### src/rtl/dig_formatter_pkg.sv
// rtl/dig_formatter_pkg.sv - shared constants and FSM encoding for dig_formatter
//
// Purpose : digit code constants, reset value of the 40-bit digit bus,
//           BCD accumulator width and the formatter FSM state type.
// Ports   : none (package).
package dig_formatter_pkg;

  localparam logic [4:0]  CODE_BLANK = 5'h10;
  localparam logic [4:0]  CODE_DASH  = 5'h11;
  localparam logic [39:0] DIG_RESET  = 40'h8421084210;
  localparam int          BCD_W      = 16;

  typedef enum logic [1:0] {
    ST_IDLE  = 2'd0,
    ST_SHIFT = 2'd1,
    ST_FMT   = 2'd2
  } state_t;

endpackage

### src/rtl/dig_formatter_bin2bcd_step.sv
// rtl/dig_formatter_bin2bcd_step.sv - one double-dabble step on a 4-nibble BCD accumulator
//
// Purpose : combinational add-3-then-shift of a 4-digit BCD accumulator.
// Ports   : bcd_in  [15:0] accumulator before the step
//           bit_in          next binary input bit (MSB first)
//           bcd_out [15:0]  accumulator after the step
module bin2bcd_step
  import dig_formatter_pkg::*;
(
  input  logic [BCD_W-1:0] bcd_in,
  input  logic             bit_in,
  output logic [BCD_W-1:0] bcd_out
);

  logic [BCD_W-1:0] adj;

  always_comb begin
    adj = bcd_in;
    for (int i = 0; i < 4; i++) begin
      if (bcd_in[4*i +: 4] >= 4'd5) begin
        adj[4*i +: 4] = bcd_in[4*i +: 4] + 4'd3;
      end
    end
    // A carry out of the top nibble only happens for values above 9999,
    // which are displayed as dashes anyway, so it is dropped.
    bcd_out = {adj[BCD_W-2:0], bit_in};
  end

endmodule

### src/rtl/dig_formatter.sv
// rtl/dig_formatter.sv - binary amounts to 8-digit seven-segment code bus
//
// Purpose : converts two binary amounts to BCD (one bit per clock) and
//           formats them into eight 5-bit digit codes: paid amount on
//           digits 7..4, change on digits 3..0. dig is only updated on
//           the cycle valid pulses, so the display never sees partials.
// Macro   : DIG_ZERO_BLANK_EN - when defined, leading zeros of each field
//           are shown as BLANK (units digit always shown).
// Ports   : clk, rst (async, active-high)
//           load        start request, sampled only in IDLE
//           val_a/val_b left (paid) / right (change) binary values
//           busy        high while a conversion runs
//           valid       one-cycle pulse when dig updates
//           dig [39:0]  digit 7 = dig[39:35] ... digit 0 = dig[4:0]
module dig_formatter
  import dig_formatter_pkg::*;
#(
  parameter int IN_W    = 14,
  parameter int MAX_VAL = 9999
) (
  input  logic            clk,
  input  logic            rst,
  input  logic            load,
  input  logic [IN_W-1:0] val_a,
  input  logic [IN_W-1:0] val_b,
  output logic            busy,
  output logic            valid,
  output logic [39:0]     dig
);

  localparam int              CNT_W    = $clog2(IN_W + 1);
  localparam logic [CNT_W-1:0] CNT_LAST = CNT_W'(IN_W - 1);
  localparam logic [IN_W-1:0]  MAX_IN   = IN_W'(MAX_VAL);

  state_t           state, state_next;
  logic [CNT_W-1:0] cnt;
  logic [IN_W-1:0]  sh_a, sh_b;
  logic [BCD_W-1:0] bcd_a, bcd_b, step_a, step_b;
  logic             ovf_a, ovf_b;

  bin2bcd_step u_step_a (.bcd_in(bcd_a), .bit_in(sh_a[IN_W-1]), .bcd_out(step_a));
  bin2bcd_step u_step_b (.bcd_in(bcd_b), .bit_in(sh_b[IN_W-1]), .bcd_out(step_b));

  function automatic logic [19:0] fmt_field(input logic [BCD_W-1:0] bcd, input logic ovf);
    logic [3:0][4:0] f;
    for (int i = 0; i < 4; i++) begin
      f[i] = {1'b0, bcd[4*i +: 4]};
    end
`ifdef DIG_ZERO_BLANK_EN
    if (bcd[15:12] == 4'd0) f[3] = CODE_BLANK;
    if (bcd[15:8]  == 8'd0) f[2] = CODE_BLANK;
    if (bcd[15:4]  == 12'd0) f[1] = CODE_BLANK;
`endif
    if (ovf) begin
      f = {4{CODE_DASH}};
    end
    return f;
  endfunction

  always_comb begin
    state_next = state;
    case (state)
      ST_IDLE:  if (load) state_next = ST_SHIFT;
      ST_SHIFT: if (cnt == CNT_LAST) state_next = ST_FMT;
      ST_FMT:   state_next = ST_IDLE;
      default:  state_next = ST_IDLE;
    endcase
  end

  always_ff @(posedge clk or posedge rst) begin
    if (rst) begin
      state <= ST_IDLE;
      busy  <= 1'b0;
      valid <= 1'b0;
      dig   <= DIG_RESET;
      cnt   <= '0;
      sh_a  <= '0;
      sh_b  <= '0;
      bcd_a <= '0;
      bcd_b <= '0;
      ovf_a <= 1'b0;
      ovf_b <= 1'b0;
    end else begin
      state <= state_next;
      busy  <= (state_next != ST_IDLE);
      valid <= (state == ST_FMT);
      case (state)
        ST_IDLE: begin
          if (load) begin
            sh_a  <= val_a;
            sh_b  <= val_b;
            ovf_a <= (val_a > MAX_IN);
            ovf_b <= (val_b > MAX_IN);
            bcd_a <= '0;
            bcd_b <= '0;
            cnt   <= '0;
          end
        end
        ST_SHIFT: begin
          bcd_a <= step_a;
          bcd_b <= step_b;
          sh_a  <= {sh_a[IN_W-2:0], 1'b0};
          sh_b  <= {sh_b[IN_W-2:0], 1'b0};
          cnt   <= cnt + 1'b1;
        end
        ST_FMT: begin
          dig <= {fmt_field(bcd_a, ovf_a), fmt_field(bcd_b, ovf_b)};
        end
        default: ;
      endcase
    end
  end

endmodule

### config.mk
export PLATFORM = sky130hd
export DESIGN_NAME = dig_formatter
export DESIGN_NICKNAME = d
export VERILOG_FILES = /design/src/rtl/dig_formatter_pkg.sv /design/src/rtl/dig_formatter_bin2bcd_step.sv /design/src/rtl/dig_formatter.sv
export SDC_FILE = /design/constraint.sdc
export NUM_CORES = 1
export LEC_CHECK = 0
export CAP_MARGIN = 20
export CORE_MARGIN = 5
export CORE_UTILIZATION = 45
export DETAILED_ROUTE_END_ITERATION = 6
export PLACE_DENSITY = 0.72
export SYNTH_ARGS = -nofsm -noshare
export SYNTH_HDL_FRONTEND = slang
export SYNTH_HIERARCHICAL = 1
export SYNTH_SLANG_ARGS = --single-unit
### constraint.sdc
create_clock -name clk -period 3.4 [get_ports clk]
set_input_delay 0.34 -clock clk [delete_from_list [all_inputs] [get_ports clk]]
set_output_delay 0.34 -clock clk [all_outputs]
set_load 0.05 [all_outputs]
=== Word level (Yosys, flattened, before mapping) ===
Index checks and enable logic that the tools add are counted.
Widths: inputs -> output; s select.

* Add/subtract/negate cells: 9
* $lt $le $gt $ge: 10
* Eq/ne operators: 4
* Muxes and demuxes: 22
* Reduce and logical (&&, ||, !) cells: 5

{| class="wikitable"
|+ Operators by type and width
! operator !! count
|-
| $pmux 16 s2 || 2
|-
| $pmux 14 s2 || 2
|-
| $mux 20 || 2
|-
| $ge 4x3->1 const B || 8
|-
| $gt 14x14->1 const B || 2
|-
| $mux 14 || 2
|-
| $mux 4 || 7
|-
| $add 4x2->4 const B || 6
|-
| $mux 16 || 1
|-
| $pmux 4 s2 || 1
|-
| $add 3x2->3 const B || 2
|-
| $mux 3 || 2
|-
| $add 4x1->4 const B || 1
|-
| $eq 4x4->1 const B || 1
|-
| $mux 2 || 2
|-
| $pmux 2 s2 || 1
|-
| $reduce_and 2->1 || 2
|-
| $reduce_bool 2->1 || 2
|-
| $eq 2x1->1 const B || 1
|-
| $eq 2x2->1 const B || 1
|-
| $logic_not 2->1 || 1
|-
| $ne 2x2->1 const B || 1
|}

* Flip-flop bits (word level): 110
* Bits of input ports: 31
* Output and inout bits: 42

=== Longest topological paths before layout ===
* Depth after elaboration: 4
* Gate-level depth with buffers: 6
* Depth with buffers taken out: 6

=== Hierarchy ===
The synthesis kept the hierarchy.

{| class="wikitable"
|+ Modules (own cells, without submodules)
! module !! times used !! cells each !! area each (µm²)
|-
| dig_formatter || 1 || 386 || 4249.1
|-
| bin2bcd_step || 2 || 61 || 392.9
|}

=== Worst setup path after synthesis ===
Ideal clock, no wire load.

* Path kind: flip-flop to flip-flop
* From: register bcd_a[8]
* To: register bcd_a[10]
* Setup time: 0.121 ns
* Data arrival time: 1.222 ns
* Setup slack: 2.057 ns
* Cell stages (with the launch flop): 6
* Buffers on the path: 0
* Clock period less this slack: 1.343 ns
* Path through: dfrtp_1 ha_1 nand2b_1 a21oi_2 mux2i_1 a22o_1

* Longest elaborated chain between the ends: 3

{| class="wikitable"
|+ RTL lines
! what !! RTL line !! source
|-
| start, declared || dig_formatter.sv:38 || <nowiki>logic [BCD_W-1:0] bcd_a, bcd_b, step_a, step_b;</nowiki>
|-
| start signal, assigned || dig_formatter.sv:100 || <nowiki>bcd_a <= step_a;</nowiki>
|-
| $add 4x2->4 or $ge 4x3->1 (tied branches) || dig_formatter_bin2bcd_step.sv:21, dig_formatter_bin2bcd_step.sv:20 ||
|-
| $mux 4 * || dig_formatter_bin2bcd_step.sv:20 || <nowiki>if (bcd_in[4*i +: 4] >= 4'd5) begin</nowiki>
|-
| net step_a[10] || dig_formatter.sv:38 ||
|-
| $pmux 16 s2 * || dig_formatter.sv:87 || <nowiki>case (state)</nowiki>
|}

Mark *: on every way through the listed nets, which the timed path passes. The rest lies on a longest branch.
A chain may end at the register's enable or synchronous reset.

==> results.md <==
* Die H at roughly 120 um
* Measured slew at the worst slew-check pin at between 0.8 and 0.9 ns
* Clk_skew at about 0.017 ns
* CTS root buf: clkbuf_8
* PwrDens at around 970 nW/um^2
* Clk buf depth at 2
* Routability cong. at slightly below 0.8
* Seq/Total Area, Yosys at between 50% and 60%
* Die width at roughly 120 um
* First-pass GRT wire length at ~18000 um
* Critical path type: reg2out
* Multi-input logic area at 2150 um^2
* Routed Antenna Nets at 0
* Worst path cell trace: clkdlybuf4s50_1
* Initial core utilization at between 40% and 50%
* Yosys cell types at 28
* Hold crit path type: in2async
* Critical Path Fanout Max at 5
* Gr usage total at 16.2%
* Largest net degree at the start of global routing at 68
* Async S/R FF share, synth at 100%
* Drt wl/cell at around 14 um
* Buffer count from post-CTS setup fixing at 0
* Fin. max-slew vios at 0
* Vias post-DR at ~3700
* Residual DRC at 0
* Fin Setup TNS at 0 ns
* CTS sink cnt at around 100
* Kind of start point of the critical path: flop
* IO Count at 73
* Ys flop type: dfrtp_1
* # hold bufs at CTS at 0
* Core area at between 10000 and 15000 um^2
* PortBufs at 72
* CP startpoint: dig[19]
* Top delay family on crit path: buffers and inverters
* Fin cells at 704
* Reg clk slew, reported paths at around 0.10 ns
* Placed Cells at between 600 and 700
* WP data arrival at between 1.5 and 2 ns
* H-Tree Depth at 3
* Pre-antenna DRT Iters at 4
* Cts bufs inserted at 9
* Number of synthesized register bits at around 100
* Syn. warnings at 6
* CP max-delay cell: clkdlybuf4s50_1
* Post-CTS sizing at 0
* Synth top cells by count: dfrtp_1 (102), nand2_1 (89), o21ai_0 (66)
* Leakage power total at between 2 and 3 nW
* Die area at 13400 um^2
* R2r endpoint: bcd_b[12]
* R2R depth at 3
* Maximum vdd drop at 0.553 mV
* Crit path time final at 2.08 ns
* Post-synth EDFFs at 0
* Detailed placement HPWL at 7040 um
* Largest area contributor in the netlist: dfrtp_1
* Vias in the first global route at ~3900
* Total nets after synthesis at around 560
* Reg-to-reg setup timing slack at 1.36 ns
* CP endpoint kind: primary output
* Synth top area share at 50.7%
* Row cnt at 38
* GRT overflow at 0
* # fillers at 1003
* Worst-skew pair later-pin latency at 0.36 ns
* Antenna Cells at 0
* Wirelength, routed at 10100 um
* Initial antenna violation count at 0
* CTS tree: done
* Crit path depth at 1
* Final #Nets at about 610
* Largest cells by area after synthesis: dfrtp_1 (51%), nand2_1 (6.6%), o21ai_0 (6.6%)
* Setup crit end: dig[14]
* Relative slew slack at between 40 and 50%
* FMAX at between 0.4 and 0.5 GHz
* Register area at roughly 2600 um^2
* Status: complete, no violations
* Fin crit share at 61.1%
* Area grow syn2layout at 19.1%
* Synth Instances at 508
* Mapped Avg Cell Area at 9.91 um^2
* CP peak stage delay at between 0.8 and 0.9 ns
* Final Setup Violations at 0
* WP data required at 3.06 ns
* Bufs and invs on worst path at 1
* Detailed Route Iter0 Violations at 252
* Most numerous cell in the Yosys netlist: dfrtp_1
* Mapped Area at between 5000 and 6000 um^2
* Share of cells above drive strength 1 at 7.27%
* Hold Violations, Final at 0
* RSZ-0062 raised after global routing: no
* Vias/cell at roughly 5.3
* Worst flop-to-flop path startpoint: state[0]
* Max cap viols at 0
==> layout make-up <==
type / count / share of cell area [%]
Clock buffer: 9 / 2.07
Clock inverter: 7 / 1.19
Inverter: 20 / 1.29
Multi-Input combinational cell: 344 / 35.9
Sequential cell: 104 / 43.4
Tap cell: 140 / 2.92
Timing Repair Buffer: 80 / 13.2
==> where the power goes <==
group | total [mW] | internal [mW] | switching [mW] | leakage, nW
registers | 2.21 | 1.72 | 0.498 | 1.36
logic | 2.80 | 1.24 | 1.57 | 1.17
clock network | 0.774 | 0.341 | 0.433 | 0.0916
==> sequential cells by signal, indices dropped and copies added, names as in the netlist <==
name   flops
ovf_a      1
ovf_b      1
sh_b      14
bcd_a     16
cnt        4
bcd_b     16
busy       1
state      2
sh_a      14
valid      1
dig       34
==> worst min path at each step <==
stage               slack (ns)    start  cells past startpoint       to
finish                    0.48      rst                      2   dig[1]
global route              0.51  dig[37]                      2  dig[37]
CTS                       0.49  dig[37]                      2  dig[37]
detailed placement        0.47  dig[37]                      2  dig[37]
global placement          0.46   dig[8]                      2   dig[8]
floorplan                 0.45  sh_a[1]                      2  sh_a[1]
==> cells in the final DEF (no fill, tap or decap), types with 9 or more instances in the layout <==
cell / netlist / layout
dfrtp_1: 102 / 102
nand2_1: 89 / 89
clkdlybuf4s50_1: 0 / 72
o21ai_0: 66 / 66
nand2b_1: 41 / 40
a22o_1: 34 / 34
a22oi_1: 26 / 26
inv_1: 20 / 19
nor2_1: 19 / 19
ha_1: 18 / 18
mux2i_1: 11 / 11
clkbuf_8: 0 / 9
==> metrics by stage <==
| step | worst slack (ns) | area, um^2 | util [%] | total power [mW] | hold slack [ns] |
|---|---|---|---|---|---|
| floorplan | 0.331 | 5030 | - | 4.37 | 0.451 |
| global placement | 1.42 | 5800 | 53.3 | 4.93 | 0.461 |
| detailed placement | 1.38 | 5800 | 53.3 | 5.07 | 0.471 |
| CTS | 1.29 | 6000 | 55.1 | 5.84 | 0.491 |
| global route | 1.19 | 6000 | 55.1 | 6.24 | 0.514 |
| finish | 1.32 | 6000 | 55.1 | 5.79 | 0.479 |
==> cells by family (layout without fill, tap and decap cells) <==
kind of cell / after synthesis / in the layout / synth area share [%]
simple gates: 160 / 160 / 14.8
compound gates: 145 / 145 / 19.0
flops: 104 / 104 / 51.7
buf+inv: 60 / 116 / 5.89
fa+ha+maj: 18 / 18 / 4.47
mux: 13 / 13 / 2.63
xor+xnor: 8 / 8 / 1.39
==> per-layer routing <==
metal / track usage (%) / part of all wire [%]
met1: 22.2 / 47
met2: 27.0 / 47
met3: 2.66 / 5.0
met4: 4.33 / 0.99
met5: 0 / 0
Power figures use the tool's default switching activity.
